File: config.mk
export PLATFORM = sky130hd
export DESIGN_NAME = pool_window_scheduler
export DESIGN_NICKNAME = d
export VERILOG_FILES = /design/src/rtl/pool_window_scheduler_pkg.sv /design/src/rtl/pool_addr_gen.sv /design/src/rtl/pool_window_scheduler.sv
export SDC_FILE = /design/constraint.sdc
export NUM_CORES = 1
export LEC_CHECK = 0
export ABC_AREA = 1
export CAP_MARGIN = 20
export CORE_MARGIN = 3
export CORE_UTILIZATION = 25
export DETAILED_ROUTE_END_ITERATION = 8
export SETUP_SLACK_MARGIN = 0.2
export SYNTH_ARGS = -nofsm -noshare
export SYNTH_HDL_FRONTEND = slang
export SYNTH_HIERARCHICAL = 1
export SYNTH_SLANG_ARGS = --single-unit
File: constraint.sdc
create_clock -name clock -period 1.75 [get_ports clock]
set_input_delay 0.4375 -clock clock [delete_from_list [all_inputs] [get_ports clock]]
set_output_delay 0.4375 -clock clock [all_outputs]
set_load 0.05 [all_outputs]
File: src/rtl/pool_window_scheduler_pkg.sv
// -----------------------------------------------------------------------------
// pool_window_scheduler_pkg
// Shared definitions for the mean-pooling window sequencer:
//   - DATA_W_DEF / POOL_K_DEF : default pixel width and window side
//   - NH_VEC_W                : packed neighbourhood width for the defaults
//   - state_t                 : sequencer state encoding
//   - clog2_min1()            : counter width helper that never returns 0
// -----------------------------------------------------------------------------
package pool_window_scheduler_pkg;

    localparam int DATA_W_DEF = 8;
    localparam int POOL_K_DEF = 2;
    localparam int NH_VEC_W   = POOL_K_DEF * POOL_K_DEF * DATA_W_DEF;

    typedef enum logic [2:0] {
        ST_IDLE,
        ST_FETCH,
        ST_LAST,
        ST_ISSUE,
        ST_WAIT,
        ST_OUT,
        ST_DONE
    } state_t;

    // A counter over a range of 1 still needs one bit to exist.
    function automatic int clog2_min1(input int v);
        return (v > 1) ? $clog2(v) : 1;
    endfunction

endpackage

File: src/rtl/pool_addr_gen.sv
// -----------------------------------------------------------------------------
// pool_addr_gen
// Window walker for the pooling sequencer. Owns the in-window counters (kx inner,
// ky outer) and the window counters (wx inner, wy outer), and turns them into
// the buffer read address and the pooled-output address.
// Ports:
//   clock, reset             : clock, asynchronous active-high reset
//   clear                    : zero all counters (start of a pass)
//   step_inner               : advance kx/ky by one pixel
//   step_window              : advance wx/wy by one window
//   last_inner               : kx/ky point at the last pixel of the window
//   last_window              : wx/wy point at the last window of the map
//   slot                     : neighbourhood slot ky*POOL_K+kx of the current pixel
//   rd_addr                  : (wy*POOL_K+ky)*FM_W + wx*POOL_K + kx
//   out_addr                 : wy*(FM_W/POOL_K) + wx
// -----------------------------------------------------------------------------
module pool_addr_gen
    import pool_window_scheduler_pkg::*;
#(
    parameter int FM_W   = 8,
    parameter int FM_H   = 8,
    parameter int POOL_K = POOL_K_DEF,
    parameter int ADDR_W = 12,
    parameter int SLOT_W = clog2_min1(POOL_K * POOL_K)
) (
    input  logic              clock,
    input  logic              reset,
    input  logic              clear,
    input  logic              step_inner,
    input  logic              step_window,
    output logic              last_inner,
    output logic              last_window,
    output logic [SLOT_W-1:0] slot,
    output logic [ADDR_W-1:0] rd_addr,
    output logic [ADDR_W-1:0] out_addr
);

    localparam int WIN_X = FM_W / POOL_K;
    localparam int WIN_Y = FM_H / POOL_K;
    localparam int KW    = clog2_min1(POOL_K);
    localparam int WXW   = clog2_min1(WIN_X);
    localparam int WYW   = clog2_min1(WIN_Y);

    localparam logic [KW-1:0]  K_MAX  = KW'(POOL_K - 1);
    localparam logic [WXW-1:0] WX_MAX = WXW'(WIN_X - 1);
    localparam logic [WYW-1:0] WY_MAX = WYW'(WIN_Y - 1);

    logic [KW-1:0]  kx, ky;
    logic [WXW-1:0] wx;
    logic [WYW-1:0] wy;

    // NOTE: state registers use non-blocking assignments and reset asynchronously
    // so every counter updates from the same pre-edge values.
    always_ff @(posedge clock or posedge reset) begin
        if (reset) begin
            kx <= '0;
            ky <= '0;
            wx <= '0;
            wy <= '0;
        end else if (clear) begin
            kx <= '0;
            ky <= '0;
            wx <= '0;
            wy <= '0;
        end else begin
            if (step_inner) begin
                if (kx == K_MAX) begin
                    kx <= '0;
                    ky <= (ky == K_MAX) ? '0 : ky + 1'b1;
                end else begin
                    kx <= kx + 1'b1;
                end
            end
            if (step_window) begin
                if (wx == WX_MAX) begin
                    wx <= '0;
                    wy <= (wy == WY_MAX) ? '0 : wy + 1'b1;
                end else begin
                    wx <= wx + 1'b1;
                end
            end
        end
    end

    assign last_inner  = (kx == K_MAX) && (ky == K_MAX);
    assign last_window = (wx == WX_MAX) && (wy == WY_MAX);

    assign slot     = SLOT_W'(32'(ky) * POOL_K + 32'(kx));
    assign rd_addr  = ADDR_W'((32'(wy) * POOL_K + 32'(ky)) * FM_W + 32'(wx) * POOL_K + 32'(kx));
    assign out_addr = ADDR_W'(32'(wy) * WIN_X + 32'(wx));

endmodule

File: src/rtl/pool_window_scheduler.sv
// -----------------------------------------------------------------------------
// pool_window_scheduler
// Sequencer for the mean-pooling datapath. Walks a feature map held in a
// single-port buffer in non-overlapping POOL_K x POOL_K windows, gathers each
// window into one packed neighbourhood vector for the pooling unit, waits
// POOL_LAT cycles, and hands the pooled value downstream over valid/ready.
// Optional build macro: POOL_SCHED_PERF_EN adds stall_cycles / window_count.
// Ports:
//   clock, reset        : clock, asynchronous active-high reset
//   start               : pulse to begin a full-map pass (ignored unless idle)
//   busy, done          : pass in progress / one-cycle completion pulse
//   rd_en, rd_addr      : buffer read request (data returns one cycle later)
//   rd_data             : buffer read data
//   nh_vector, nh_valid : packed window (slot s at [s*DATA_W +: DATA_W]) + strobe
//   pool_result         : pooled value from the pooling unit
//   out_data, out_addr  : captured pooled value and its output index
//   out_valid, out_ready: downstream handshake
//   stall_cycles        : (perf) cycles in OUT without out_ready, saturating
//   window_count        : (perf) accepted outputs, saturating
// -----------------------------------------------------------------------------
module pool_window_scheduler
    import pool_window_scheduler_pkg::*;
#(
    parameter int DATA_W   = DATA_W_DEF,
    parameter int FM_W     = 8,
    parameter int FM_H     = 8,
    parameter int POOL_K   = POOL_K_DEF,
    parameter int ADDR_W   = 12,
    parameter int POOL_LAT = 1
) (
    input  logic                              clock,
    input  logic                              reset,
    input  logic                              start,
    output logic                              busy,
    output logic                              done,
    output logic                              rd_en,
    output logic [ADDR_W-1:0]                 rd_addr,
    input  logic [DATA_W-1:0]                 rd_data,
    output logic [POOL_K*POOL_K*DATA_W-1:0]   nh_vector,
    output logic                              nh_valid,
    input  logic [DATA_W-1:0]                 pool_result,
    output logic [DATA_W-1:0]                 out_data,
    output logic [ADDR_W-1:0]                 out_addr,
    output logic                              out_valid,
    input  logic                              out_ready
`ifdef POOL_SCHED_PERF_EN
   ,output logic [31:0]                       stall_cycles,
    output logic [15:0]                       window_count
`endif
);

    localparam int          SLOT_W   = clog2_min1(POOL_K * POOL_K);
    localparam int          VEC_W    = POOL_K * POOL_K * DATA_W;
    localparam logic [3:0]  LAT_LAST = 4'((POOL_LAT > 0) ? POOL_LAT - 1 : 0);

    state_t              state_q, state_d;
    logic [3:0]          lat_cnt_q;
    logic                rd_en_q;
    logic [SLOT_W-1:0]   slot_q;
    logic [VEC_W-1:0]    nh_vec_q;
    logic [DATA_W-1:0]   out_data_q;

    logic                step_inner, step_window, clear_cnt, capture, accept_start;
    logic                last_inner, last_window;
    logic [SLOT_W-1:0]   slot;

    pool_addr_gen #(
        .FM_W   (FM_W),
        .FM_H   (FM_H),
        .POOL_K (POOL_K),
        .ADDR_W (ADDR_W),
        .SLOT_W (SLOT_W)
    ) u_addr_gen (
        .clock       (clock),
        .reset       (reset),
        .clear       (clear_cnt),
        .step_inner  (step_inner),
        .step_window (step_window),
        .last_inner  (last_inner),
        .last_window (last_window),
        .slot        (slot),
        .rd_addr     (rd_addr),
        .out_addr    (out_addr)
    );

    // NOTE: every signal driven here gets a default before the case statement,
    // so no path through the block can leave one unassigned and infer a latch.
    always_comb begin
        state_d      = state_q;
        busy         = 1'b1;
        done         = 1'b0;
        rd_en        = 1'b0;
        nh_valid     = 1'b0;
        out_valid    = 1'b0;
        step_inner   = 1'b0;
        step_window  = 1'b0;
        clear_cnt    = 1'b0;
        capture      = 1'b0;
        accept_start = 1'b0;
        case (state_q)
            ST_IDLE: begin
                busy = 1'b0;
                if (start) begin
                    accept_start = 1'b1;
                    clear_cnt    = 1'b1;
                    state_d      = ST_FETCH;
                end
            end
            ST_FETCH: begin
                rd_en      = 1'b1;
                step_inner = 1'b1;
                if (last_inner) state_d = ST_LAST;
            end
            // The final read's data arrives here and is written at the end of
            // this cycle, so the vector is complete by ISSUE.
            ST_LAST: state_d = ST_ISSUE;
            ST_ISSUE: begin
                nh_valid = 1'b1;
                if (POOL_LAT == 0) begin
                    capture = 1'b1;
                    state_d = ST_OUT;
                end else begin
                    state_d = ST_WAIT;
                end
            end
            ST_WAIT: begin
                if (lat_cnt_q == LAT_LAST) begin
                    capture = 1'b1;
                    state_d = ST_OUT;
                end
            end
            ST_OUT: begin
                out_valid = 1'b1;
                if (out_ready) begin
                    step_window = 1'b1;
                    state_d     = last_window ? ST_DONE : ST_FETCH;
                end
            end
            ST_DONE: begin
                busy    = 1'b0;
                done    = 1'b1;
                state_d = ST_IDLE;
            end
            default: begin
                busy    = 1'b0;
                state_d = ST_IDLE;
            end
        endcase
    end

    // NOTE: nh_vector is a register array, but it is reset along with the rest
    // of the state because it is a visible output that must read 0 after reset.
    always_ff @(posedge clock or posedge reset) begin
        if (reset) begin
            state_q    <= ST_IDLE;
            lat_cnt_q  <= '0;
            rd_en_q    <= 1'b0;
            slot_q     <= '0;
            nh_vec_q   <= '0;
            out_data_q <= '0;
        end else begin
            state_q <= state_d;
            // Registered request tag: the buffer answers one cycle after rd_en,
            // when the live slot counter has already moved on.
            rd_en_q <= rd_en;
            slot_q  <= slot;
            if (rd_en_q) nh_vec_q[slot_q*DATA_W +: DATA_W] <= rd_data;
            if (capture) out_data_q <= pool_result;
            if (state_q == ST_ISSUE)     lat_cnt_q <= '0;
            else if (state_q == ST_WAIT) lat_cnt_q <= lat_cnt_q + 1'b1;
        end
    end

    assign nh_vector = nh_vec_q;
    assign out_data  = out_data_q;

`ifdef POOL_SCHED_PERF_EN
    always_ff @(posedge clock or posedge reset) begin
        if (reset) begin
            stall_cycles <= '0;
            window_count <= '0;
        end else if (accept_start) begin
            stall_cycles <= '0;
            window_count <= '0;
        end else begin
            if (state_q == ST_OUT && !out_ready && stall_cycles != '1)
                stall_cycles <= stall_cycles + 1'b1;
            if (step_window && window_count != '1)
                window_count <= window_count + 1'b1;
        end
    end
`endif

endmodule

==> results of run 1 <==
==> per-stage QoR <==
| step | utilization (%) | worst slack (ps) | area (um2) | instances | total power, W |
|---|---|---|---|---|---|
| finish | 37.91 | 32.46 | 3931 | 525 | 0.007948 |
| global route | 37.91 | -30.10 | 3931 | 525 | 0.008453 |
| CTS | 36.92 | 50.27 | 3829 | 521 | 0.007768 |
| detailed placement | 34.77 | 116.8 | 3606 | 504 | 0.006790 |
| global placement | 34.77 | 180.0 | 3606 | 504 | 0.006729 |
| floorplan | - | 30.10 | 2741 | 317 | 0.005231 |
==> layer usage <==
metal	share of wire, %	vias to the layer above	track usage (%)
met5	0	-	0
met1	44	1079	14.73
li1	-	1115	-
met2	49	74	18.44
met3	6.3	8	2.877
met4	1.2	0	2.404
==> synth_stat cells <==
cell and n:
nor2_2 1, or2_1 2, nor3_1 4, o21bai_1 1, buf_6 1, a21oi_1 4
nand2_4 1, nor2_1 14, inv_1 27, nand2_1 76, xor2_1 1, buf_4 25
ha_1 9, nor2_4 1, nand2_2 2, conb_1 1, nand4_2 1, o21ai_0 21
inv_2 4, dfrtp_1 56, o21ai_1 8, o22ai_1 1, o31ai_1 8, xnor2_1 1
nand3_1 32, buf_2 2
==> state kept, by name, indices dropped and copies added (netlist names) <==
signal,count
u_addr_gen/kx,1
state_q,3
u_addr_gen/ky,1
slot_q,2
out_data,8
u_addr_gen/wx,2
u_addr_gen/wy,2
rd_en_q,1
nh_vector,32
lat_cnt_q,4
==> final cells by class <==
cell class,count,area share (%)
Timing Repair Buffer,92,25.65
Sequential cell,56,35.84
Clock inverter,2,0.4137
Multi-Input combinational cell,202,28.68
Tap cell,136,4.328
Clock buffer,6,1.846
Inverter,31,3.246
==> cells by family after synthesis <==
| logic type | count (synthesis) | share of synthesized area [%] |
|---|---|---|
| compound gates | 43 | 8.905 |
| xor+xnor | 2 | 0.6528 |
| fa+ha+maj | 9 | 4.196 |
| buf+inv | 59 | 12.12 |
| flops | 56 | 52.21 |
| other cells | 1 | 0.1397 |
| simple gates | 134 | 21.77 |
==> worst paths after layout <==
kind                                        from          endpoint  slack [ps]  cells past startpoint
max in group asynchronous                  reset       out_data[1]         950                      3
worst min-delay path                       reset  u_addr_gen/wy[1]         430                      2
min in group clock                 nh_vector[18]     nh_vector[18]         490                      2
worst min register to register     nh_vector[18]     nh_vector[18]         490                      2
worst max register to register  u_addr_gen/wx[0]        state_q[0]         260                      7
worst max-delay path                  state_q[0]              busy          30                      4
==> what timing repair did <==
action	in CTS	in global routing
buffers inserted	9	4
pin swaps	5	7
endpoints found under the setup margin	13	27
hold buffers	0	0
gates resized for setup	25	19
hold endpoints to repair	0	0
==> power groups by stage <==
stage / Clock [W] / Combinational [W] / Sequential (W)
final: 0.000718 / 0.00493 / 0.00230
after CTS: 0.000742 / 0.00474 / 0.00228
after global routing: 0.000803 / 0.00528 / 0.00237
after floorplan: 0 / 0.00163 / 0.00360
after global placement: 0 / 0.00445 / 0.00228
after detailed placement: 0 / 0.00450 / 0.00229
==> critical path: cells and delay by family (launching register included) <==
kind | cells | cell delay [ps]
AOI/OAI and AO/OA | 1 | 50
buffers and inverters | 2 | 270
DFF | 1 | 490
and+or+nand+nor | 1 | 170
==> impl_metrics.yaml, run 1 <==
hold_path:
  hold_class: "input pin to asynchronous set/reset pin"
final_layout:
  diodes: 0
  final_common_cell: "nand2_1"
  drive_above_1_share_pct: 30.33
  nNetsFinal: 417
  mostFrequentLayoutCells: "71 x nand2_1, 50 x dfrtp_1, 50 x buf_4, 30 x nand3_1, 22 x inv_1"
  fill_cells: 1049
  multi_input_area_um2: 1127
  syn_to_final_growth_pct: 46.48
  seq_area_um2: 1409
floorplanning:
  pin_count: 89
  fp.dieW_um: 109.6
  row_count: 37
  core-area_um2: 10370
  dieArea_um2: 12010
  die_h_um: 109.6
  initial_utilization_pct: 25.88
worst_setup_path:
  cp-start-kind: "flop"
  cp_cell_sequence: "nor2_4 > buf_6 > o21ai_4 > buf_12"
  max_stage_delay_ps: 490
  crit_arrival_ps: 1280
  crit_type: "flop to output port"
  critical-path-slowest-cell: "dfrtp_2"
  worst_setup_path_end_kind: "output port"
  path_max_fanout: 6
  required_ps: 1310
clocking:
  cts_sinks: 56
  root_buffer: "clkbuf_8"
  cts_tree: "done"
  numCtsBuffers: 5
  clk_latency_ps: 310
  htree_levels: 2
  clk_pin_slew_ps: 100
  clockBufferDepth: 2
drt:
  wl_per_cell_um: 12.64
  ant_nets: 0
  finalWirelength_um: 6635
  via_per_inst: 4.335
  drc_errors: 0
  drtIter0Drc: 88
  dr_total_vias: 2276
  drt_pass1_iterations: 4
logic_synthesis:
  yosysSeqAreaShare_pct: 52.21
  postSynthAreaPerCell_um2: 8.828
  synth.cell_area_um2: 2684
  yosysTopAreaCell: "dfrtp_1"
  yosys.area.top_type_share_pct: 52.21
  synth_cell_type_count: 26
  ys_warn_count: 6
  ys_ff_latch: 56
  synthCells: 304
  synth_area_leaders: "dfrtp_1 52%, nand2_1 11%, buf_4 7.0%"
status:
  status: "completed"
global_routing:
  grt_pass1_vias: 2183
  grt_max_degree: 51
  grt.overflow.total: 0
  grt_pass1_wl_um: 10650
  antenna_found_initial: 0
  track_usage_pct: 11.16
timing:
  fmax_ghz: 0.5822
  finalSetupViolCount: 0
  period_share_pct: 98.15
  clock_skew_ps: 13.47
  slew_viol_final: 0
  rsz0062_at_grt: "yes"
  period_minus_slack_ps: 1718
  whs_ps: 427.3
  tns_ps: 0
  hold_viol_final: 0
power:
  leakagePower_nw: 1.914
  pwr-share-clk_pct: 9.0
  max-vdd-ir-drop_mv: 1.099
  power.switching_w: 0.004067
  combPwrFrac_pct: 62.1
  pwr-share-seq_pct: 28.9
  internal_power_w: 0.003881
  sw_frac_of_total_pct: 51.17
  power_density_nw_per_um2: 2022
place:
  dp_hpwl_um: 4808
  gp_congestion: 0.8110
  port_buffers: 74
flow_run:
  drv_cap: 0
(Power assumes the default switching activity.)
==> run 2: changes to the inputs <==
--- a/config.mk
+++ b/config.mk
@@ -7,8 +7,9 @@
 export LEC_CHECK = 0
 export ABC_AREA = 1
 export CAP_MARGIN = 20
-export CORE_MARGIN = 3
+export CORE_MARGIN = 1
 export CORE_UTILIZATION = 25
+export CTS_CLUSTER_SIZE = 25
 export DETAILED_ROUTE_END_ITERATION = 8
 export SETUP_SLACK_MARGIN = 0.2
 export SYNTH_ARGS = -nofsm -noshare
==> constraint.sdc (replaced) <==
create_clock -name clock -period 2 [get_ports clock]
set_input_delay 0.5 -clock clock [delete_from_list [all_inputs] [get_ports clock]]
set_output_delay 0.5 -clock clock [all_outputs]
set_load 0.05 [all_outputs]
==> impl_metrics.yaml, run 2 (same netlist as run 1, synthesis figures left out) <==
floorplanning:
  pin_count: 89
  die_h_um: 105.6
  fp.dieW_um: 105.6
  core-area_um2: 10370
  row_count: 37
  initial_utilization_pct: 25.88
  dieArea_um2: 11150
drt:
  highest_layer: "met4"
  ant_nets: 0
  wl_met2_um: 3342
  dr_total_vias: 2252
  wl_per_cell_um: 12.62
  via_per_inst: 4.314
  wl_met1_um: 2837
  met3_length_um: 341
  finalWirelength_um: 6588
  drtIter0Drc: 103
  drc_errors: 0
  drt_pass1_iterations: 4
worst_setup_path:
  crit_arrival_ps: 1300
  max_stage_delay_ps: 480
  cp-start-kind: "flop"
  path_max_fanout: 5
  cp_cell_sequence: "inv_2 > nand2_4 > nor2_4 > buf_6 > buf_12"
  reg2reg_depth: 6
  critical-path-slowest-cell: "dfrtp_2"
  worst_setup_path_end_kind: "output port"
  crit_type: "flop to output port"
  required_ps: 1500
place:
  dp_hpwl_um: 4693
  port_buffers: 74
  gp_congestion: 0.7976
  dp_cells: 504
hold_path:
  hold_class: "input pin to asynchronous set/reset pin"
flow_run:
  drv_cap: 0
timing:
  finalSetupViolCount: 0
  slew_viol_final: 0
  fmax_ghz: 0.5559
  hold_viol_final: 0
  rsz0062_at_grt: "yes"
  clock_skew_ps: 8.218
  period_minus_slack_ps: 1799
  tns_ps: 0
  period_share_pct: 89.94
clocking:
  clockBufferDepth: 2
  numCtsBuffers: 5
  clk_pin_slew_ps: 90
  cts_sinks: 56
  cts_tree: "done"
  clk_latency_ps: 310
  root_buffer: "clkbuf_8"
  htree_levels: 2
global_routing:
  track_usage_pct: 12.04
  grt_pass1_vias: 2205
  grt.overflow.total: 0
  grt_max_degree: 51
  grt_pass1_wl_um: 10660
  antenna_found_initial: 0
final_layout:
  diodes: 0
  largest_reg_flops: 32
  nNetsFinal: 414
  final_common_cell: "nand2_1"
  fin_cells: 522
  mostFrequentLayoutCells: "73 x nand2_1, 53 x dfrtp_1, 44 x buf_4, 31 x nand3_1, 23 x inv_1"
  syn_to_final_growth_pct: 36.83
  drive_above_1_share_pct: 22.28
power:
  power_density_nw_per_um2: 1762
  leakagePower_nw: 1.902
  fin_total_pwr_w: 0.006470
  max-vdd-ir-drop_mv: 0.6945
status:
  status: "completed"
## run 2: cell count changes in the layout (fill, tap and decap cells not counted), moves of 3 or more
cell	previous run	this run
nand2_2	6	3
dlygate4sd2_1	0	18
o21ai_1	11	8
o21ai_0	16	20
buf_4	50	44
dfrtp_2	6	3
buf_12	21	6
dfrtp_1	50	53
## run 2: repair_timing
action	in CTS	in global routing
buffers inserted	6	4
pin swaps	1	5
gates resized for setup	29	13
hold buffers	0	0
endpoints found under the setup margin	22	6
## run 2: final cells by class
class | instances | area, um2
sequential | 56 | 1405
tap | 136 | 170.2
fill | 1079 | 6698
inverter | 31 | 118.9
clock buffer | 6 | 82.58
multi-input combinational | 202 | 1065
timing repair buffer | 89 | 820.8
clock inverter | 2 | 10.01
## run 2: worst max-delay path, delay by kind of cell (launching register included)
family        cells  cell delay, ps
flops             1             480
simple gates      2             180
buf+inv           3             340
## run 2: final timing paths
check	start	to	slack, ps
worst max register to register	state_q[2]	u_addr_gen/wy[0]	420
min in group clock	out_data[3]	out_data[3]	470
max in group asynchronous	reset	state_q[1]	1170
worst min register to register	out_data[3]	out_data[3]	470
worst max-delay path	state_q[1]	rd_en	200
worst min-delay path	reset	u_addr_gen/wy[0]	470
## run 2: power by group
part	leakage, nW	internal [W]	switching, W
clock	0.0510	0.000278	0.000367
sequential	0.737	0.00159	0.000352
combinational	1.11	0.00119	0.00269
## run 2: per-stage QoR
step | hold WS (ps) | utilization, % | setup slack [ps] | cell area, um2
after floorplan | 291.0 | - | 208.6 | 2733
final | 467.3 | 35.41 | 201.3 | 3672
after global placement | 455.4 | 33.31 | 262.1 | 3455
after CTS | 469.6 | 34.69 | 200.7 | 3597
after global routing | 491.1 | 35.41 | 133.8 | 3672
after detailed placement | 457.3 | 33.31 | 232.2 | 3455
## run 2: layer usage
| metal | global-route usage (%) | vias to the layer above |
|---|---|---|
| li1 | - | 1107 |
| met5 | 0 | - |
| met3 | 2.721 | 10 |
| met2 | 21.90 | 78 |
| met4 | 2.778 | 0 |
| met1 | 14.35 | 1057 |
